`src/rtl/pt_codes_pkg.sv`:
```
// Shared point-code, zone and debounce-state encodings for the hit judge and the score counter.
package pt_codes_pkg;

  typedef logic [3:0] pt_code_t;
  typedef logic [1:0] zone_t;
  typedef logic [1:0] deb_state_t;

  localparam pt_code_t PT_NONE  = 4'b0000;
  localparam pt_code_t PT_PLUS1 = 4'b0001;
  localparam pt_code_t PT_PLUS2 = 4'b0010;
  localparam pt_code_t PT_NEG2  = 4'b1110;

  localparam zone_t ZONE_NONE    = 2'b00;
  localparam zone_t ZONE_NEAR    = 2'b01;
  localparam zone_t ZONE_PERFECT = 2'b10;

  localparam deb_state_t DEB_UP        = 2'd0;
  localparam deb_state_t DEB_DOWN_PEND = 2'd1;
  localparam deb_state_t DEB_DOWN      = 2'd2;
  localparam deb_state_t DEB_UP_PEND   = 2'd3;

  function automatic logic pt_is_hit(input pt_code_t code);
    return (code == PT_PLUS1) || (code == PT_PLUS2);
  endfunction

endpackage

```
`src/rtl/lane_judge.sv`:
```
// One judge lane: key synchroniser, debounce FSM, scored flag and registered point code.
module lane_judge
  import pt_codes_pkg::*;
#(
  parameter int unsigned DEB_CYCLES = 4
) (
  input  logic       clk,
  input  logic       rst,
  input  logic       key_n,
  input  logic [1:0] zone,
  input  logic       arrow_new,
  input  logic       arrow_exit,
  output logic [3:0] pt,
  output logic [3:0] pt_next
);

  localparam logic [7:0] DEB_LAST = 8'(DEB_CYCLES - 1);

  logic       sync1_q, sync1_d, sync2_q, sync2_d;
  logic       hold1_q, hold2_q;
  deb_state_t state_q, state_d;
  logic [7:0] cnt_q, cnt_d;
  logic [7:0] rel_cnt_q, rel_cnt_d;
  logic       lock_q, lock_d;
  logic       flag_q, flag_d;
  pt_code_t   pt_q, pt_d;

  logic pressed;
  logic press_evt;
  logic flag_mid;

  // Free-running sampler that tells reset whether the key was being held going into it.
  always_ff @(posedge clk) begin
    hold1_q <= ~key_n;
    hold2_q <= hold1_q;
  end

  always_ff @(posedge clk) begin
    if (rst) begin
      sync1_q   <= 1'b1;
      sync2_q   <= 1'b1;
      state_q   <= DEB_UP;
      cnt_q     <= 8'd0;
      rel_cnt_q <= 8'd0;
      lock_q    <= hold2_q;
      flag_q    <= 1'b0;
      pt_q      <= PT_NONE;
    end else begin
      sync1_q   <= sync1_d;
      sync2_q   <= sync2_d;
      state_q   <= state_d;
      cnt_q     <= cnt_d;
      rel_cnt_q <= rel_cnt_d;
      lock_q    <= lock_d;
      flag_q    <= flag_d;
      pt_q      <= pt_d;
    end
  end

  always_comb begin
    sync1_d = key_n;
    sync2_d = sync1_q;
  end

  assign pressed = ~sync2_q;

  always_comb begin
    state_d   = state_q;
    cnt_d     = cnt_q;
    press_evt = 1'b0;
    case (state_q)
      DEB_UP: begin
        if (pressed) begin
          state_d = DEB_DOWN_PEND;
          cnt_d   = 8'd0;
        end
      end
      DEB_DOWN_PEND: begin
        if (!pressed) begin
          state_d = DEB_UP;
          cnt_d   = 8'd0;
        end else if (cnt_q == DEB_LAST) begin
          state_d   = DEB_DOWN;
          cnt_d     = 8'd0;
          press_evt = ~lock_q;
        end else begin
          cnt_d = cnt_q + 8'd1;
        end
      end
      DEB_DOWN: begin
        if (!pressed) begin
          state_d = DEB_UP_PEND;
          cnt_d   = 8'd0;
        end
      end
      DEB_UP_PEND: begin
        if (pressed) begin
          state_d = DEB_DOWN;
          cnt_d   = 8'd0;
        end else if (cnt_q == DEB_LAST) begin
          state_d = DEB_UP;
          cnt_d   = 8'd0;
        end else begin
          cnt_d = cnt_q + 8'd1;
        end
      end
      default: begin
        state_d = DEB_UP;
        cnt_d   = 8'd0;
      end
    endcase
  end

  // A key held through reset stays mute until it has been released for DEB_CYCLES samples.
  always_comb begin
    lock_d    = lock_q;
    rel_cnt_d = rel_cnt_q;
    if (lock_q) begin
      if (pressed) begin
        rel_cnt_d = 8'd0;
      end else if (rel_cnt_q == DEB_LAST) begin
        lock_d    = 1'b0;
        rel_cnt_d = 8'd0;
      end else begin
        rel_cnt_d = rel_cnt_q + 8'd1;
      end
    end
  end

  // Exit is judged on the old flag, then a new arrow clears it, then the press is judged.
  always_comb begin
    flag_mid = arrow_new ? 1'b0 : flag_q;
    flag_d   = flag_mid;
    pt_d     = PT_NONE;
    if (press_evt) begin
      if (!flag_mid && zone == ZONE_PERFECT) begin
        pt_d   = PT_PLUS2;
        flag_d = 1'b1;
      end else if (!flag_mid && zone == ZONE_NEAR) begin
        pt_d   = PT_PLUS1;
        flag_d = 1'b1;
      end else begin
        pt_d = PT_NEG2;
      end
    end else if (arrow_exit && !flag_q) begin
      pt_d = PT_NEG2;
    end
  end

  assign pt      = pt_q;
  assign pt_next = pt_d;

endmodule

```
`src/rtl/pt_judge.sv`:
```
// Four-lane hit judge: per-lane point codes plus a saturating combo (streak) counter.
module pt_judge
  import pt_codes_pkg::*;
#(
  parameter int unsigned DEB_CYCLES = 4,
  parameter int unsigned COMBO_MAX  = 99
) (
  input  logic       clk,
  input  logic       rst,
  input  logic [3:0] key_n,
  input  logic [1:0] zone_0,
  input  logic [1:0] zone_1,
  input  logic [1:0] zone_2,
  input  logic [1:0] zone_3,
  input  logic [3:0] arrow_new,
  input  logic [3:0] arrow_exit,
  output logic [3:0] pt_0,
  output logic [3:0] pt_1,
  output logic [3:0] pt_2,
  output logic [3:0] pt_3,
  output logic [6:0] combo
);

  localparam logic [7:0] COMBO_MAX_W = 8'(COMBO_MAX);

  logic [1:0] zone_w [4];
  logic [3:0] pt_w [4];
  logic [3:0] pt_next_w [4];

  logic [6:0] combo_q, combo_d;
  logic [7:0] hits;
  logic [7:0] sum;
  logic       any_neg;

  assign zone_w[0] = zone_0;
  assign zone_w[1] = zone_1;
  assign zone_w[2] = zone_2;
  assign zone_w[3] = zone_3;

  for (genvar i = 0; i < 4; i++) begin : g_lane
    lane_judge #(
      .DEB_CYCLES(DEB_CYCLES)
    ) u_lane (
      .clk       (clk),
      .rst       (rst),
      .key_n     (key_n[i]),
      .zone      (zone_w[i]),
      .arrow_new (arrow_new[i]),
      .arrow_exit(arrow_exit[i]),
      .pt        (pt_w[i]),
      .pt_next   (pt_next_w[i])
    );
  end

  // Combo follows the codes being registered this edge, so it reads the lanes' next codes.
  always_comb begin
    any_neg = 1'b0;
    hits    = 8'd0;
    for (int i = 0; i < 4; i++) begin
      if (pt_next_w[i] == PT_NEG2) begin
        any_neg = 1'b1;
      end
      if (pt_is_hit(pt_next_w[i])) begin
        hits = hits + 8'd1;
      end
    end
    sum = {1'b0, combo_q} + hits;
    if (any_neg) begin
      combo_d = 7'd0;
    end else if (sum > COMBO_MAX_W) begin
      combo_d = COMBO_MAX_W[6:0];
    end else begin
      combo_d = sum[6:0];
    end
  end

  always_ff @(posedge clk) begin
    if (rst) begin
      combo_q <= 7'd0;
    end else begin
      combo_q <= combo_d;
    end
  end

  assign pt_0  = pt_w[0];
  assign pt_1  = pt_w[1];
  assign pt_2  = pt_w[2];
  assign pt_3  = pt_w[3];
  assign combo = combo_q;

endmodule
```
`config.mk`:
```
export PLATFORM = sky130hd
export DESIGN_NAME = pt_judge
export DESIGN_NICKNAME = d
export VERILOG_FILES = /design/src/rtl/pt_codes_pkg.sv /design/src/rtl/lane_judge.sv /design/src/rtl/pt_judge.sv
export SDC_FILE = /design/constraint.sdc
export NUM_CORES = 1
export LEC_CHECK = 0
export CELL_PAD_IN_SITES_DETAIL_PLACEMENT = 0
export CELL_PAD_IN_SITES_GLOBAL_PLACEMENT = 1
export CORE_MARGIN = 5
export CORE_UTILIZATION = 45
export DETAILED_ROUTE_END_ITERATION = 8
export DONT_BUFFER_PORTS = 1
export PLACE_DENSITY = 0.74
export SYNTH_ARGS = -nofsm -noshare
export SYNTH_HDL_FRONTEND = slang
export SYNTH_SLANG_ARGS = --single-unit
```
`constraint.sdc`:
```
create_clock -name clk -period 9.2 [get_ports clk]
set_input_delay 1.84 -clock clk [delete_from_list [all_inputs] [get_ports clk]]
set_output_delay 1.84 -clock clk [all_outputs]
set_load 0.03 [all_outputs]
```
### Word-level counts from Yosys, hierarchy flattened

Cells that the tools add are included.

* bits in registers: 119
* bits of input ports: 22
* logic and storage cells: 286

* add/sub/neg operators: 12
* $lt $le $gt $ge: 1
* equality and inequality tests: 56
* muxes and demuxes: 129
* bitwise logic cells: 8
* reductions and logical operators: 38

Operators with widths (count)
* 8-bit 2-to-1 mux: 31
* 8-bit one-hot mux with 4 select lines: 4
* 8-bit by 1-bit adder with 8-bit output (second input constant): 11
* 8-bit by 2-bit == test with 1-bit output (second input constant): 8
* 4-bit 2-to-1 mux: 16
* 1-bit 2-to-1 mux: 49
* 2-bit 2-to-1 mux: 24
* 2-bit one-hot mux with 4 select lines: 4
* 2-bit == test (second input constant): 12
* 2-bit by 1-bit == test with 1-bit output (second input constant): 8
* 4-bit by 1-bit == test with 1-bit output (second input constant): 4
* 4-bit by 2-bit == test with 1-bit output (second input constant): 4
* 4-bit == test (second input constant): 4
* 4-bit AND reduction: 4
* 1-bit logical AND: 12
* 3-bit by 1-bit inequality test with 1-bit output (second input constant): 4
* 3-bit inequality test (second input constant): 4
* 7-bit by 8-bit adder with 8-bit output: 1
* 8-bit by 7-bit greater-than comparator with 1-bit output (second input constant): 1
* 1-bit zero test: 8
* 2-bit zero test: 4
* 2-bit by 1-bit inequality test with 1-bit output (second input constant): 4
* 2-bit inequality test (second input constant): 4
* 1-bit NOT: 8
* other kinds (5): 11

### Logic depth before layout (Yosys ltp)

* depth after elaboration: 18
* gate-level depth with buffers: 16
* depth with buffers taken out: 16

### Modules after synthesis

From an unflattened synthesis, not the netlist that was laid out.

* cell total of the unflattened synthesis: 641
* area total of the unflattened synthesis: 5894.4 um2

Modules (own cells, without submodules)
* lane_judge: instances 4, cells an instance 138, area an instance 1298.7 um2, seq. area each 540.5 um2
* pt_judge: instances 1, cells an instance 89, area an instance 699.4 um2, seq. area each 140.1 um2

### Least setup slack after synthesis

No wires, ideal clock.

* path kind: in2reg
* start point: input arrow_new[0]
* end point: register combo_q[4], in the netlist combo[4]
* setup time: 0.103 ns
* arrival: 4.725 ns
* required time: 9.097 ns
* setup slack: 4.372 ns
* stages: 13
* buffers on the path: 0
* cells stage by stage: or2b_2 > and3_4 > inv_1 > ha_1 > nor3_1 > xnor2_1 > mux2i_1 > fa_1 > nor2b_1 > a21oi_1 > o31a_1 > o21bai_1 > a2111oi_2

* cells in the longest elaborated chain, start to end: 18

RTL lines
* start, declared: line pt_judge.sv:15 `input logic [3:0] arrow_new,`
* 1-bit 2-to-1 mux *: line lane_judge.sv:132 `flag_mid = arrow_new ? 1'b0 : flag_q;`
* 1-bit zero test *: line lane_judge.sv:136, lane_judge.sv:139
* 1-bit logical AND: line lane_judge.sv:139 `end else if (!flag_mid && zone == ZONE_NEAR) begin`
* 4-bit 2-to-1 mux: line lane_judge.sv:139
* 4-bit 2-to-1 mux *: line lane_judge.sv:136 `if (!flag_mid && zone == ZONE_PERFECT) begin`
* 4-bit 2-to-1 mux *: line lane_judge.sv:135 `if (press_evt) begin`
* 4-bit by 1-bit == test with 1-bit output or 4-bit by 2-bit == test with 1-bit output (tied branches): line pt_codes_pkg.sv:23 `return (code == PT_PLUS1) || (code == PT_PLUS2);`
* 1-bit logical OR: line pt_codes_pkg.sv:23
* (+2 left out)
* 8-bit 2-to-1 mux: line pt_judge.sv:63 `if (pt_is_hit(pt_next_w[i])) begin`
* 8-bit by 1-bit adder with 8-bit output: line pt_judge.sv:64 `hits = hits + 8'd1;`
* 8-bit 2-to-1 mux: line pt_judge.sv:63
* 8-bit by 1-bit adder with 8-bit output: line pt_judge.sv:64
* 8-bit 2-to-1 mux: line pt_judge.sv:63
* 7-bit by 8-bit adder with 8-bit output: line pt_judge.sv:67 `sum = {1'b0, combo_q} + hits;`
* 8-bit by 7-bit greater-than comparator with 1-bit output: line pt_judge.sv:70 `end else if (sum > COMBO_MAX_W) begin`
* 3-bit OR reduction (no line)
* end signal, assigned: line pt_judge.sv:81 `combo_q <= combo_d;`
* end, declared: line pt_judge.sv:30 `logic [6:0] combo_q, combo_d;`

Mark *: on every way between the ends. The rest lies on a longest branch, timed or not.
A chain may end at the register's enable or synchronous reset.

### Worst setup path after layout

* start point: input zone_1[1]
* end point: register combo_q[1], in the netlist combo[1]

* cells in the longest elaborated chain, start to end: 15

RTL lines
* start, declared: line pt_judge.sv:12 `input logic [1:0] zone_1,`
* 2-bit by 1-bit == test with 1-bit output: line lane_judge.sv:139
* 1-bit logical AND: line lane_judge.sv:139
* 4-bit 2-to-1 mux: line lane_judge.sv:139
* 4-bit 2-to-1 mux *: line lane_judge.sv:136
* 4-bit 2-to-1 mux *: line lane_judge.sv:135
* 4-bit by 1-bit == test with 1-bit output or 4-bit by 2-bit == test with 1-bit output (tied branches): line pt_codes_pkg.sv:23
* 1-bit logical OR: line pt_codes_pkg.sv:23
* 8-bit 2-to-1 mux: line pt_judge.sv:63
* 8-bit by 1-bit adder with 8-bit output: line pt_judge.sv:64
* 8-bit 2-to-1 mux: line pt_judge.sv:63
* 8-bit by 1-bit adder with 8-bit output: line pt_judge.sv:64
* 8-bit 2-to-1 mux: line pt_judge.sv:63
* 7-bit by 8-bit adder with 8-bit output: line pt_judge.sv:67
* 8-bit by 7-bit greater-than comparator with 1-bit output: line pt_judge.sv:70
* 7-bit 2-to-1 mux: line pt_judge.sv:70

Marks and branches as above.

==> results.md <==
- Total CTS buffers: 17
- Initial DRC Count: 249
- Distinct cells, synth: 58
- CP Capture Type: flop
- Row count: 39
- Setup crit start kind: input pin
- Clock Latency Late Sink: 0.41 ns
- CORE AREA: 0.0115 sq mm
- Final non-filler cell total: 761
- Routed vias: 4,125
- Critical path's top delay family: compound AO/OA/AOI/OAI gates
- Predominant post-synthesis flop cell: dfxtp_1
- Critical path buffer and inverter count: 2
- Post-Route Skew: 0.0133 ns
- Post-DP Area: 0.00541 sq mm
- CTS Root Cell: clkbuf_16
- Commonest cells in the netlist: dfxtp_1, nor2_1, a21oi_1
- IO Count: 45
- Synthesis-stage register bit count: 115
- CP Data Arrival Time: 5.16 ns
- Crit-path max FO: 4
- Async SR Flop Fraction: 0
- Post-Synthesis Cells: 607
- Die span in x: 119 microns
- Max-cap check violation count: 0
- Die Height: 119 microns
- Diodes inserted: 0
- EDFF count, synth: 0
- Setup crit end: combo[1]
- Yosys top cell area share: 0.432
- Mean Syn Cell Area: 8.79 sq um
- Initial core utilization: 0.463
- Grt ovf: 0
- Die area: 0.0141 sq mm
- First-pass GRT wire length: 17.7 mm
- Design Area, Final: 0.00604 sq mm
- Setup TNS: 0 ns
- Vias in the first global route: 3,964
- Multi-input combinational cell area: 0.00285 sq mm
- Critical path's slowest cell: a2111oi_0
- Syn Nets: 644
- Part of the cycle the worst path needs: 0.526
- Setup CP Type: input pin to flop
- Static Leak: 2.34 nW
- Drt drc: 0
- Postcts setup bufs: 0
- CTS sink cnt: 115
- Synth top area cells: dfxtp_1, nor2_1, a21oi_1
- Clock period minus worst slack: 4.84 ns
- Seq pwr share: 0.421
- Detail Route Antenna Nets: 0
- Register area share after synthesis: 0.432
- Post-DP HPWL: 7.14 mm
- Critical-path cell list: xor2_1, nand2_1, nor2_1, inv_1, ha_1, inv_1, nor3_1, xor2_1, mux2i_1, fa_1, nand2b_1, a2111oi_0, nand2_1, a41oi_1
- CTS resizes: 0
- Gr usage total: 0.151
- WL per Instance: 13.5 microns
- Critical Path RT: 9.52 ns
- Critical R2R Capture: combo[1]
- Clock Power Share: 0.542
- Worst setup path start: zone_1[1]
- Peak VDD IR: 0.196 mV
- Max stage delay on crit path: 0.68 ns
- Reg area: 0.00230 sq mm
- Max clock buf depth: 2
- H-tree levels: 4
- Worst r2r path cells: 15
- Final GP Congestion: 0.841
- Filler cells: 1,097
- Top-count cell post-synth: dfxtp_1
- Nets@finish: 642
- Outcome: finished clean
- Hold-fix buffers at CTS: 0
- Pint: 0.00100 W
- RSZ-0062 raised after global routing: no
- First-pass DRT Iterations: 7
- P_sw: 0.000261 W
- Final hold viol count: 0
- Placed cells: 729
- Final setup fails: 0
- Slew HR: 0.432
- R2R Path Start: g_lane[0].u_lane.cnt_q[0]
- CTS tree: done
- Largest area contributor in the netlist: dfxtp_1
- Routed wire length: 10.2 mm
- Fmax: 206 MHz
- Slew Viols, Final: 0
- Area Growth Syn to Fin: 13.3%
- Worst Min Path Start: g_lane[2].u_lane.hold1_q
- Reg2Reg Setup Slack: 4.59 ns
- Area of the mapped netlist: 0.00534 sq mm
- Power per Cell Area: 209 mW/mm^2
- Port Buf Inserts: 0
- Least-Margin Pin Slew: 0.848 ns
- Ratio of cells with drive above 1 in the final layout: 0.0971
- Largest net degree at the start of global routing: 79
- Hold Path Class: flop to flop
- Clock Pin Slew Worst Setup and Hold Paths: 0.05 ns
- Levels on crit path: 14
- DR vias/cell: 5.42
- Combinational power share: 0.037
- Number of warnings issued by yosys: 0
- Initial antenna violation count: 0
- Sw Ratio: 0.207
-- layout make-up --
type / instances / area share
clock inverter: 8 / 0.0201
sequential: 115 / 0.381
tap: 143 / 0.0296
multi-input combinational: 451 / 0.472
inverter: 20 / 0.0124
clock buffer: 24 / 0.0847
-- per-stage QoR --
| step | util | setup slack [ns] | hold WS [ns] | power [W] |
|---|---|---|---|---|
| finish | 0.525 | 4.36 | 0.325 | 0.00126 |
| global route | 0.525 | 3.98 | 0.331 | 0.00131 |
| detailed placement | 0.470 | 3.99 | 0.313 | 0.000588 |
| CTS | 0.525 | 4.42 | 0.325 | 0.00128 |
| floorplan | - | 4.37 | 0.310 | 0.000583 |
| global placement | 0.470 | 4.16 | 0.311 | 0.000587 |
-- power groups by stage --
stage | clock, W | combinational, W | sequential, W
2_1_floorplan | 0 | 0.0000505 | 0.000533
3_3_place_gp | 0 | 0.0000464 | 0.000540
3_5_place_dp | 0 | 0.0000472 | 0.000541
4_1_cts | 0.000701 | 0.0000476 | 0.000530
5_1_grt | 0.000726 | 0.0000546 | 0.000532
6_report | 0.000683 | 0.0000472 | 0.000530
-- layer usage --
layer | part of all wire | track usage
met1 | 0.47 | 0.179
met2 | 0.48 | 0.249
met3 | 0.039 | 0.0536
met4 | 0.019 | 0.0666
met5 | 0 | 0
-- registers in the layout (all words and copies together), names as in the netlist, named ones only --
register	flops
g_lane.u_lane.state_q	4
g_lane.u_lane.sync2_q	4
g_lane.u_lane.hold1_q	4
g_lane.u_lane.pt	12
g_lane.u_lane.rel_cnt_q	32
combo	7
g_lane.u_lane.lock_q	4
g_lane.u_lane.cnt_q	32
g_lane.u_lane.flag_q	4
g_lane.u_lane.hold2_q	4
g_lane.u_lane.sync1_q	4
-- how the worst min path moves through the flow --
stage	end	slack, ns	cells past startpoint
6_report	g_lane[2].u_lane.hold2_q	0.32	0
3_5_place_dp	g_lane[2].u_lane.hold2_q	0.31	0
2_1_floorplan	g_lane[0].u_lane.hold2_q	0.31	0
3_3_place_gp	g_lane[0].u_lane.hold2_q	0.31	0
4_1_cts	g_lane[2].u_lane.hold2_q	0.33	0
5_1_grt	g_lane[2].u_lane.hold2_q	0.33	0
-- placed cells by master (no fill, tap or decap), types with 4 or more instances in the layout --
master     instances
nand3_1           20
nor4b_2            5
nand2b_1          10
a21o_1             7
or2_2             10
mux2i_1            7
ha_1              14
nor4b_1            5
clkbuf_8           6
a311oi_1           4
o21ai_0           25
a21oi_1           47
a31oi_1            5
inv_1             20
or3_1             12
dfxtp_1          115
xor2_1            22
nand3b_1          15
xnor2_1           22
nand2_1           44
nand4_1           12
a211oi_1           7
clkbuf_16         17
nor2_1            78
and3_1            14
nor3_1            13
o211ai_1           5
nor2b_1            9
-- cell families (layout without fill, tap and decap cells) --
| logic type | Yosys count | after routing | synth area share |
|---|---|---|---|
| XOR/XNOR | 44 | 44 | 0.0722 |
| AO/OA/AOI/OAI | 117 | 117 | 0.138 |
| adder cells (fa/ha/maj) | 15 | 15 | 0.0366 |
| other | 1 | 1 | 0.000703 |
| multiplexers | 8 | 8 | 0.0152 |
| buffers and inverters | 41 | 52 | 0.0335 |
| flip-flops | 115 | 115 | 0.432 |
| AND/OR/NAND/NOR | 266 | 266 | 0.272 |
Power figures use the tool's default switching activity.
